### src/rtl/fp_pkg.sv
// Shared floating-point constants and the normalize-stage record for the
// multiplier back end (normalize, round, pack).
package fp_pkg;

    localparam int EXP_W    = 8;
    localparam int MANT_W   = 23;
    localparam int SIG_W    = 24;
    localparam int PROD_W   = 2 * SIG_W;
    localparam int EXP_BIAS = 127;
    localparam int EXP_MAX  = 255;

    localparam logic [31:0] POS_INF = 32'h7F80_0000;
    localparam logic [31:0] NEG_INF = 32'hFF80_0000;
    localparam logic [31:0] ZERO    = 32'h0000_0000;

    // Normalized product plus the bits needed for rounding. The exponent
    // carries one extra bit so a normalization carry to 256 is not lost.
    typedef struct packed {
        logic              sign;
        logic [EXP_W:0]    exp;
        logic              ovf;
        logic              udf;
        logic              zero;
        logic [MANT_W-1:0] mant;
        logic              guard;
        logic              round;
        logic              sticky;
    } norm_t;

    // Signed infinity used for every overflowing result.
    function automatic logic [31:0] signed_inf(input logic sign);
        return sign ? NEG_INF : POS_INF;
    endfunction

endpackage

### src/rtl/rne_rounder.sv
// Round-to-nearest-even on a 23-bit fraction given guard, round and sticky.
module rne_rounder
    import fp_pkg::*;
(
    input  logic [MANT_W-1:0] mant,
    input  logic              guard,
    input  logic              round,
    input  logic              sticky,
    output logic [MANT_W-1:0] rounded,
    output logic              carry,
    output logic              inexact
);

    logic          inc;
    logic [MANT_W:0] sum;

    // Round up above the halfway point, or exactly at it when the lsb is odd.
    always_comb begin
        inc     = guard & (round | sticky | mant[0]);
        sum     = {1'b0, mant} + {{MANT_W{1'b0}}, inc};
        rounded = sum[MANT_W-1:0];
        carry   = sum[MANT_W];
        inexact = guard | round | sticky;
    end

endmodule

### src/rtl/fp_mul_norm_round.sv
// Two-stage back end of a single-precision multiplier: S1 normalizes the
// 48-bit significand product, S2 rounds to nearest-even and packs the
// IEEE-754 word with exception flags. The whole pipe stalls together.
module fp_mul_norm_round
    import fp_pkg::*;
(
    input  logic              clk,
    input  logic              rst_n,
    input  logic              in_valid,
    output logic              in_ready,
    input  logic              in_sign,
    input  logic [EXP_W-1:0]  in_exp,
    input  logic              in_ovf,
    input  logic              in_udf,
    input  logic              in_zero,
    input  logic [PROD_W-1:0] in_mant,
    output logic              out_valid,
    input  logic              out_ready,
    output logic [31:0]       out_result,
    output logic              out_ovf,
    output logic              out_udf,
    output logic              out_inexact
);

    logic              advance;
    logic              s1_valid;
    norm_t             s1;
    norm_t             s1_next;
    logic [MANT_W-1:0] rnd_mant;
    logic              rnd_carry;
    logic              rnd_inexact;
    logic [EXP_W+1:0]  exp_final;
    logic [31:0]       pack_result;
    logic              pack_ovf;
    logic              pack_udf;
    logic              pack_inexact;

    assign advance  = !out_valid || out_ready;
    assign in_ready = advance;

    // Pick the fraction window by the product's leading bit (1x or 2x range).
    always_comb begin
        s1_next      = '0;
        s1_next.sign = in_sign;
        s1_next.ovf  = in_ovf;
        s1_next.udf  = in_udf;
        s1_next.zero = in_zero;
        if (in_mant[47]) begin
            s1_next.mant   = in_mant[46:24];
            s1_next.guard  = in_mant[23];
            s1_next.round  = in_mant[22];
            s1_next.sticky = |in_mant[21:0];
            s1_next.exp    = {1'b0, in_exp} + 9'd1;
        end else begin
            s1_next.mant   = in_mant[45:23];
            s1_next.guard  = in_mant[22];
            s1_next.round  = in_mant[21];
            s1_next.sticky = |in_mant[20:0];
            s1_next.exp    = {1'b0, in_exp};
        end
    end

    // S1 register: loads a new beat (or a bubble) whenever the pipe advances.
    always_ff @(posedge clk or negedge rst_n) begin
        if (!rst_n) begin
            s1_valid <= 1'b0;
            s1       <= '0;
        end else if (advance) begin
            s1_valid <= in_valid;
            if (in_valid) begin
                s1 <= s1_next;
            end
        end
    end

    rne_rounder u_rounder (
        .mant    (s1.mant),
        .guard   (s1.guard),
        .round   (s1.round),
        .sticky  (s1.sticky),
        .rounded (rnd_mant),
        .carry   (rnd_carry),
        .inexact (rnd_inexact)
    );

    // Pack the result; zero beats overflow, which beats underflow.
    always_comb begin
        exp_final    = {1'b0, s1.exp} + {{(EXP_W+1){1'b0}}, rnd_carry};
        pack_result  = {s1.sign, ZERO[30:0]};
        pack_ovf     = 1'b0;
        pack_udf     = 1'b0;
        pack_inexact = 1'b0;
        if (s1.zero) begin
            pack_result = {s1.sign, ZERO[30:0]};
        end else if (s1.ovf || exp_final >= 10'(EXP_MAX)) begin
            pack_result  = signed_inf(s1.sign);
            pack_ovf     = 1'b1;
            pack_inexact = 1'b1;
        end else if (s1.udf || exp_final == '0) begin
            pack_udf     = 1'b1;
            pack_inexact = 1'b1;
        end else begin
            pack_result  = {s1.sign, exp_final[EXP_W-1:0], rnd_mant};
            pack_inexact = rnd_inexact;
        end
    end

    // S2 / output register: holds the presented result while stalled.
    always_ff @(posedge clk or negedge rst_n) begin
        if (!rst_n) begin
            out_valid   <= 1'b0;
            out_result  <= '0;
            out_ovf     <= 1'b0;
            out_udf     <= 1'b0;
            out_inexact <= 1'b0;
        end else if (advance) begin
            out_valid <= s1_valid;
            if (s1_valid) begin
                out_result  <= pack_result;
                out_ovf     <= pack_ovf;
                out_udf     <= pack_udf;
                out_inexact <= pack_inexact;
            end
        end
    end

endmodule

### config.mk
export PLATFORM = sky130hd
export DESIGN_NAME = fp_mul_norm_round
export DESIGN_NICKNAME = d
export VERILOG_FILES = /design/src/rtl/fp_pkg.sv /design/src/rtl/rne_rounder.sv /design/src/rtl/fp_mul_norm_round.sv
export SDC_FILE = /design/constraint.sdc
export NUM_CORES = 1
export LEC_CHECK = 0
export ABC_CLOCK_PERIOD_IN_PS = 4800
export CAP_MARGIN = 30
export CORE_MARGIN = 8
export CORE_UTILIZATION = 45
export CTS_BUF_LIST = sky130_fd_sc_hd__clkbuf_2 sky130_fd_sc_hd__clkbuf_4 sky130_fd_sc_hd__clkbuf_8
export CTS_CLUSTER_DIAMETER = 60
export CTS_CLUSTER_SIZE = 14
export DETAILED_ROUTE_END_ITERATION = 6
export PLACE_DENSITY = 0.86
export SYNTH_ARGS = -nofsm -noshare
export SYNTH_HDL_FRONTEND = slang
export SYNTH_HIERARCHICAL = 1
export SYNTH_SLANG_ARGS = --single-unit
export TNS_END_PERCENT = 10
### constraint.sdc
create_clock -name clk -period 4.8 [get_ports clk]
set_input_delay 0.96 -clock clk [delete_from_list [all_inputs] [get_ports clk]]
set_output_delay 0.96 -clock clk [all_outputs]
set_load 0.1 [all_outputs]
==> key figures, run 1 <==
Clocking
  • Total CTS buffers: 9
  • Post-CTS setup buffers: 0
  • Cts repair resizes: 0
  • Clock latency on the worst-skew pair: 0.35 ns
  • Clock Root Buffer: clkbuf_8
  • Clock buffer depth: 2
  • Clock Sinks: 76
  • Reg clk slew, reported paths: ~0.07 ns
  • Hold buffers post-CTS: 0
  • H-tree lvl count: 3
  • CTS tree: yes

Timing
  • Setup repair after global routing missed its margin: no
  • Clk_skew: 0.00741 ns
  • Worst Max-Slew Pin Slew: 0.986 ns
  • Final slew viol count: 0
  • Rel. slew slack: 34.1%
  • Final setup viols: 0
  • Period utilization: 75.8%
  • Worst hold margin: 0.484 ns
  • Min Tclk post-route: 3.64 ns
  • Setup TNS: 0 ns
  • Fmax: between 0.2 and 0.3 GHz
  • Hold Vio Cnt, Final: 0

Cells and area
  • Share of cells above drive strength 1: slightly below 9%
  • Most frequent cells in the layout: 97 x clkdlybuf4s50_1, 76 x dfrtp_1, 48 x nor2_1
  • Final nets: 539
  • Most common cell after layout, fill and taps aside: clkdlybuf4s50_1
  • Antenna Cells: 0
  • Syn-to-layout area delta: 29.9%

Setup path
  • Reg-to-reg slack, setup: roughly 1.2 ns
  • CP cell instances: nand4_2, nor2_1, nand3_1, nor4_1, ha_1, ha_1, nand3_1, and4b_1, o221ai_2, nor3_4, a22o_2
  • Worst R2R Path Depth: 11
  • Critical path fanouts, max: 23
  • Slowest cell on the critical path: nor3_4
  • Worst Setup Path Type: register to register
  • CP Data Required Time: 5.08 ns
  • Critical Path Source Type: register
  • Max stage delay on crit path: 0.72 ns
  • RR Startpoint: s1[5]$_DFFE_PN0P_
  • CP endpoint kind: register
  • WP data arrival: 3.92 ns
  • End of the worst register-to-register path: out_result[7]$_DFFE_PN0P_

Global routing
  • Global Route Usage Sum: 15.9%
  • Largest net degree at the start of global routing: 77
  • Grt met1 use: 18.7%
  • Total gr overflow: 0
  • Met2 usage: 26.8%
  • Global-route wire length before repair: 16.2 mm
  • Initial antenna violation count: 0
  • Met3 Use GR: 3.84%
  • GRT busiest layer: met2
  • Number of global-route vias before repair: around 3.4k

Floorplan
  • I/O Pins: 101
  • Die area: around 12000 µm²
  • Die width: 110 µm
  • Die Ht: approximately 110 µm
  • Starting Density: between 40% and 50%
  • Core Rows: 34
  • Core area: 8680 µm²

Yosys
  • Top FF cell, synth: dfrtp_1
  • Adder-Cell Fraction of Synth Area: 1.56%
  • Synth area leaders: dfrtp_1 47%, mux2i_1 6.5%, a22o_1 4.6%
  • Main combinational cell family by area after synthesis: simple AND/OR/NAND/NOR gates
  • Syn Nets: 450
  • Post-synthesis register bit count: between 70 and 80
  • Post-synthesis cell type count: 57
  • Post-Synth XOR/XNOR Area: under 10%
  • Complex-gate fraction of the synthesized area: between 10% and 20%
  • Syn Area/Cell: 10.5 µm²
  • Top-area cell type share of the netlist area: 47.4%
  • YS warnings: 6
  • Seq/Total Area, Yosys: 47.4%
  • Simple-gate share of the synthesized area: between 15 and 20%
  • Number of synthesized flops with an enable pin: 0
  • Post-synthesis async set-or-reset flop share: 100%
  • Mapped cell area: 4010 µm²
  • Cell taking the most area after synthesis: dfrtp_1
  • Post-synthesis mux area share: 7.61%
  • Synthesized instance count: 381

Detailed routing
  • Via count: 3226
  • Post-DR wirelength/cell: 16.7 µm
  • DR DRC count: 0
  • Vias per cell: 5.53
  • Initial DRC Count: around 190
  • TritonRoute pass-1 iters: 4
  • Detail Route Antenna Nets: 0
  • Routed WL: 9.76 mm

Power and ir drop
  • P_sw: 1110 µW
  • Leakage: approximately 0.0022 µW
  • Pwr per Cell Area: 478 nW/µm²
  • Seq pwr share: between 30% and 40%
  • Clock network fraction of total power: between 20% and 30%
  • Maximum VDD drop: 0.237 mV
  • Internal power: 1390 µW
  • Switching share of power: 44.4%
  • Comb pwr share: 42.7%

Run status
  • Status: finished, final reports clean

Job
  • Max-capacitance violation count: 0

Worst hold path
  • Hold Path End: out_ovf$_DFFE_PN0P_
  • Hold Path Class: register to register
  • Hold depth: 1
  • Worst min-delay path startpoint: out_ovf$_DFFE_PN0P_

Place
  • Post-detail-place hpwl: 7.42 mm
  • Port Buffer Count: 100
  • Global placer's final weighted congestion: between 0.9 and 1
==> cells in the mapped netlist, types with 3 or more instances <==
master and count:
nand3_1 11, nand2_1 18, nor2_1 48, dfrtp_1 76
a221o_1 7, buf_6 6, ha_1 5, a22o_1 21
and4_1 3, nor4_1 5, mux2_2 4, buf_2 3
nor3_1 5, clkbuf_1 5, a21oi_1 35, mux2i_1 26
xnor2_1 20, buf_1 5, and2_1 3, nand4_1 6
and3_1 5, xor2_1 15, inv_1 8
==> power by group through the flow <==
stage	registers, µW	clock network [µW]	logic, µW
final	894	535	1070
after CTS	892	538	1070
after global placement	895	0	1050
after global routing	914	567	1120
after detailed placement	901	0	1070
after floorplan	1390	0	283
==> layer usage <==
metal / vias to the layer above / wire (µm)
met4: 0 / 215
met3: 24 / 534
met5: - / 0
met2: 102 / 4800
li1: 1554 / -
met1: 1546 / 4210
==> critical path, delay by kind of cell (launching register included) <==
kind / cells / cell delay, ns
DFF: 1 / 0.46
and+or+nand+nor: 7 / 2.17
AOI/OAI and AO/OA: 2 / 0.43
adders and majority gates: 2 / 0.53
==> stage by stage <==
stage | cell area [µm²] | utilization [%] | worst slack (ns) | cells | total power, µW
after floorplan | 4010 | - | 1.66 | 381 | 1670
after global placement | 4990 | 57.5 | 1.39 | 567 | 1950
after detailed placement | 4990 | 57.5 | 1.20 | 567 | 1970
after CTS | 5210 | 60.1 | 1.17 | 583 | 2500
after global routing | 5210 | 60.1 | 0.834 | 583 | 2600
final | 5210 | 60.1 | 1.16 | 583 | 2490
==> area by class of cell <==
class	count	area, µm²
clock buffer	11	145
clock inverter	5	75.1
fill	722	3470
inverter	8	30.0
multi-input combinational	273	1920
sequential	76	1900
tap	108	135
timing repair buffer	102	1010
==> registers in the layout, indices dropped and copies added, names as in the netlist <==
signal,count
out_ovf,1
out_valid,1
out_udf,1
out_inexact,1
s1_valid,1
s1,39
out_result,32
==> logic make-up after synthesis <==
| kind of cell | count (synthesis) |
|---|---|
| compound gates | 82 |
| xor+xnor | 35 |
| fa+ha+maj | 5 |
| buf+inv | 32 |
| flops | 76 |
| mux | 30 |
| simple gates | 121 |
==> worst max path at each step <==
| stage | slack [ns] | endpoint | from |
|---|---|---|---|
| final | 1.16 | out_result[7]$_DFFE_PN0P_ | s1[5]$_DFFE_PN0P_ |
| after global routing | 0.83 | out_result[8]$_DFFE_PN0P_ | s1[5]$_DFFE_PN0P_ |
| after floorplan | 1.66 | out_result[0]$_DFFE_PN0P_ | out_ready |
| after CTS | 1.17 | out_result[7]$_DFFE_PN0P_ | s1[5]$_DFFE_PN0P_ |
| after detailed placement | 1.20 | out_result[7]$_DFFE_PN0P_ | s1[5]$_DFFE_PN0P_ |
| after global placement | 1.39 | out_result[8]$_DFFE_PN0P_ | s1[5]$_DFFE_PN0P_ |
Power figures use the tool's default switching activity.
==> inputs of run 2 (changes only) <==
- ABC_CLOCK_PERIOD_IN_PS: 4800 -> 3820
- clock period: 4.8 -> 3.82 ns (I/O delays scaled with it)
==> key figures, run 2 (synthesis gave the netlist of run 1 again) <==
Power and ir drop
  • Clock network fraction of total power: 20.2%
  • Leakage: 0.00218 µW
  • Seq pwr share: 36.3%
  • Internal power: between 1500 and 2000 µW
  • Comb pwr share: 43.5%
  • P_sw: 1410 µW
  • Switching share of power: 45.8%
  • Pwr per Cell Area: 593 nW/µm²
  • Maximum VDD drop: 0.277 mV

Setup path
  • Reg-to-reg slack, setup: approximately 0.39 ns
  • WP data arrival: 3.71 ns
  • Worst R2R Path Depth: 12
  • Critical Path Source Type: register
  • RR Startpoint: s1[5]$_DFFE_PN0P_
  • Slowest cell on the critical path: nor4_1
  • Worst Setup Path Type: register to register
  • CP endpoint kind: register
  • Critical path fanouts, max: 23
  • CP Data Required Time: 4.10 ns
  • CP cell instances: nand4_2, nor2_1, nand3_1, nor4_1, ha_1, ha_1, nand3_1, and4b_1, o221ai_2, nor3_4, buf_4, a22o_1
  • CP top delay family: simple AND/OR/NAND/NOR gates
  • End of the worst register-to-register path: out_result[19]$_DFFE_PN0P_
  • Max stage delay on crit path: approximately 0.48 ns
  • Critical path buffer and inverter count: 1

Clocking
  • Clock latency on the worst-skew pair: approximately 0.34 ns
  • Post-CTS setup buffers: 0
  • H-tree lvl count: 3
  • CTS tree: yes
  • Reg clk slew, reported paths: 0.08 ns
  • Hold buffers post-CTS: 0
  • Cts repair resizes: 0
  • Clock buffer depth: 2
  • Total CTS buffers: 9
  • Clock Root Buffer: clkbuf_8
  • Clock Sinks: 76

Cells and area
  • Syn-to-layout area delta: 29.6%
  • Final nets: 540
  • Storage element area: 1900 µm²
  • Most frequent cells in the layout: 97 x clkdlybuf4s50_1, 76 x dfrtp_1, 48 x nor2_1
  • Fin area: about 5200 µm²
  • # fillers: 740
  • Share of cells above drive strength 1: 9.03%
  • Largest register FFs: 39
  • Multi-input logic area: 1920 µm²
  • Most common cell after layout, fill and taps aside: clkdlybuf4s50_1
  • Biggest registers after layout: s1 x39, out_result x32
  • Antenna Cells: 0
  • Largest Register: s1

Floorplan
  • Core Rows: 34
  • Die Ht: 110 µm
  • Die width: 110 µm
  • Starting Density: 46.2%
  • Die area: roughly 12000 µm²
  • I/O Pins: 101
  • Core area: 8680 µm²

Detailed routing
  • DR DRC count: 0
  • Post-DR wirelength/cell: 16.9 µm
  • Detail Route Antenna Nets: 0
  • Initial DRC Count: 158
  • Via count: roughly 3.3k
  • TritonRoute pass-1 iters: 5
  • Routed WL: between 9 and 10 mm
  • Vias per cell: 5.62

Global routing
  • Global Route Usage Sum: 15.8%
  • Total gr overflow: 0
  • Number of global-route vias before repair: 3389
  • Global-route wire length before repair: between 15 and 20 mm
  • Initial antenna violation count: 0
  • Largest net degree at the start of global routing: 77

Timing
  • Clk_skew: between 0.01 and 0.015 ns
  • Hold Vio Cnt, Final: 0
  • Setup WS post-layout: between 0.3 and 0.4 ns
  • Rel. slew slack: 33.2%
  • Setup repair after global routing missed its margin: no
  • Final setup viols: 0
  • Fmax: 0.292 GHz
  • Min Tclk post-route: 3.43 ns
  • Worst Max-Slew Pin Slew: 0.998 ns
  • Period utilization: approximately nine tenths
  • Worst hold margin: 0.478 ns
  • Final slew viol count: 0
  • Setup TNS: 0 ns

Worst hold path
  • Hold depth: 2
  • Hold Path End: out_valid$_DFFE_PN0N_
  • Hold Path Class: register to register
  • Worst min-delay path startpoint: s1_valid$_DFFE_PN0N_

Place
  • Post-detail-place hpwl: around 7.4 mm
  • Dpl ws: 0.501 ns
  • Global placer's final weighted congestion: 0.845
  • DP Area: 5000 µm²
  • Port Buffer Count: 100

Job
  • Max-capacitance violation count: 0

Run status
  • Status: finished, final reports clean
## run 2: tightest hold or removal path: stages (launching register included)
cell	delay (ns)
dfrtp_1	0.35
inv_1	0.05
nand2_1	0.05
## run 2: worst max path at each step
stage	from	end	slack [ns]	cells after the start
6_report	s1[5]$_DFFE_PN0P_	out_result[19]$_DFFE_PN0P_	0.39	12
4_1_cts	s1[5]$_DFFE_PN0P_	out_result[19]$_DFFE_PN0P_	0.48	12
5_1_grt	s1[5]$_DFFE_PN0P_	out_result[3]$_DFFE_PN0P_	0.23	12
2_1_floorplan	out_valid$_DFFE_PN0N_	out_result[0]$_DFFE_PN0P_	0.79	6
3_5_place_dp	s1[5]$_DFFE_PN0P_	out_result[6]$_DFFE_PN0P_	0.50	12
3_3_place_gp	s1[5]$_DFFE_PN0P_	out_result[26]$_DFFE_PN0P_	0.78	11
## run 2: per-stage QoR
stage,instances,total power [µW],utilization (%)
CTS,584,3090,59.9
detailed placement,568,2480,57.6
floorplan,381,2100,-
global placement,568,2450,57.6
global route,584,3210,59.9
finish,584,3080,59.9
## run 2: per-layer routing
layer / share of wire, % / up-vias / track usage (%) / wire length (µm)
li1: - / 1561 / - / -
met1: 42 / 1558 / 18.8 / 4150
met2: 49 / 135 / 26.1 / 4800
met3: 6.4 / 27 / 3.35 / 632
met4: 2.9 / 0 / 8.38 / 285
met5: 0 / - / 0 / 0
## run 2: power by group through the flow
stage	Clock, µW	Combinational [µW]	Sequential (µW)
after floorplan	0	356	1750
after CTS	626	1350	1120
after detailed placement	0	1340	1130
after global routing	661	1400	1140
after global placement	0	1320	1130
final	623	1340	1120
## run 2: layout make-up
class                      count  area share (%)
clock inverter                 5            1.18
tap                          108            2.60
inverter                       8           0.577
clock buffer                  11            2.67
multi-input combinational    273            36.9
sequential                    76            36.6
timing repair buffer         103            19.5
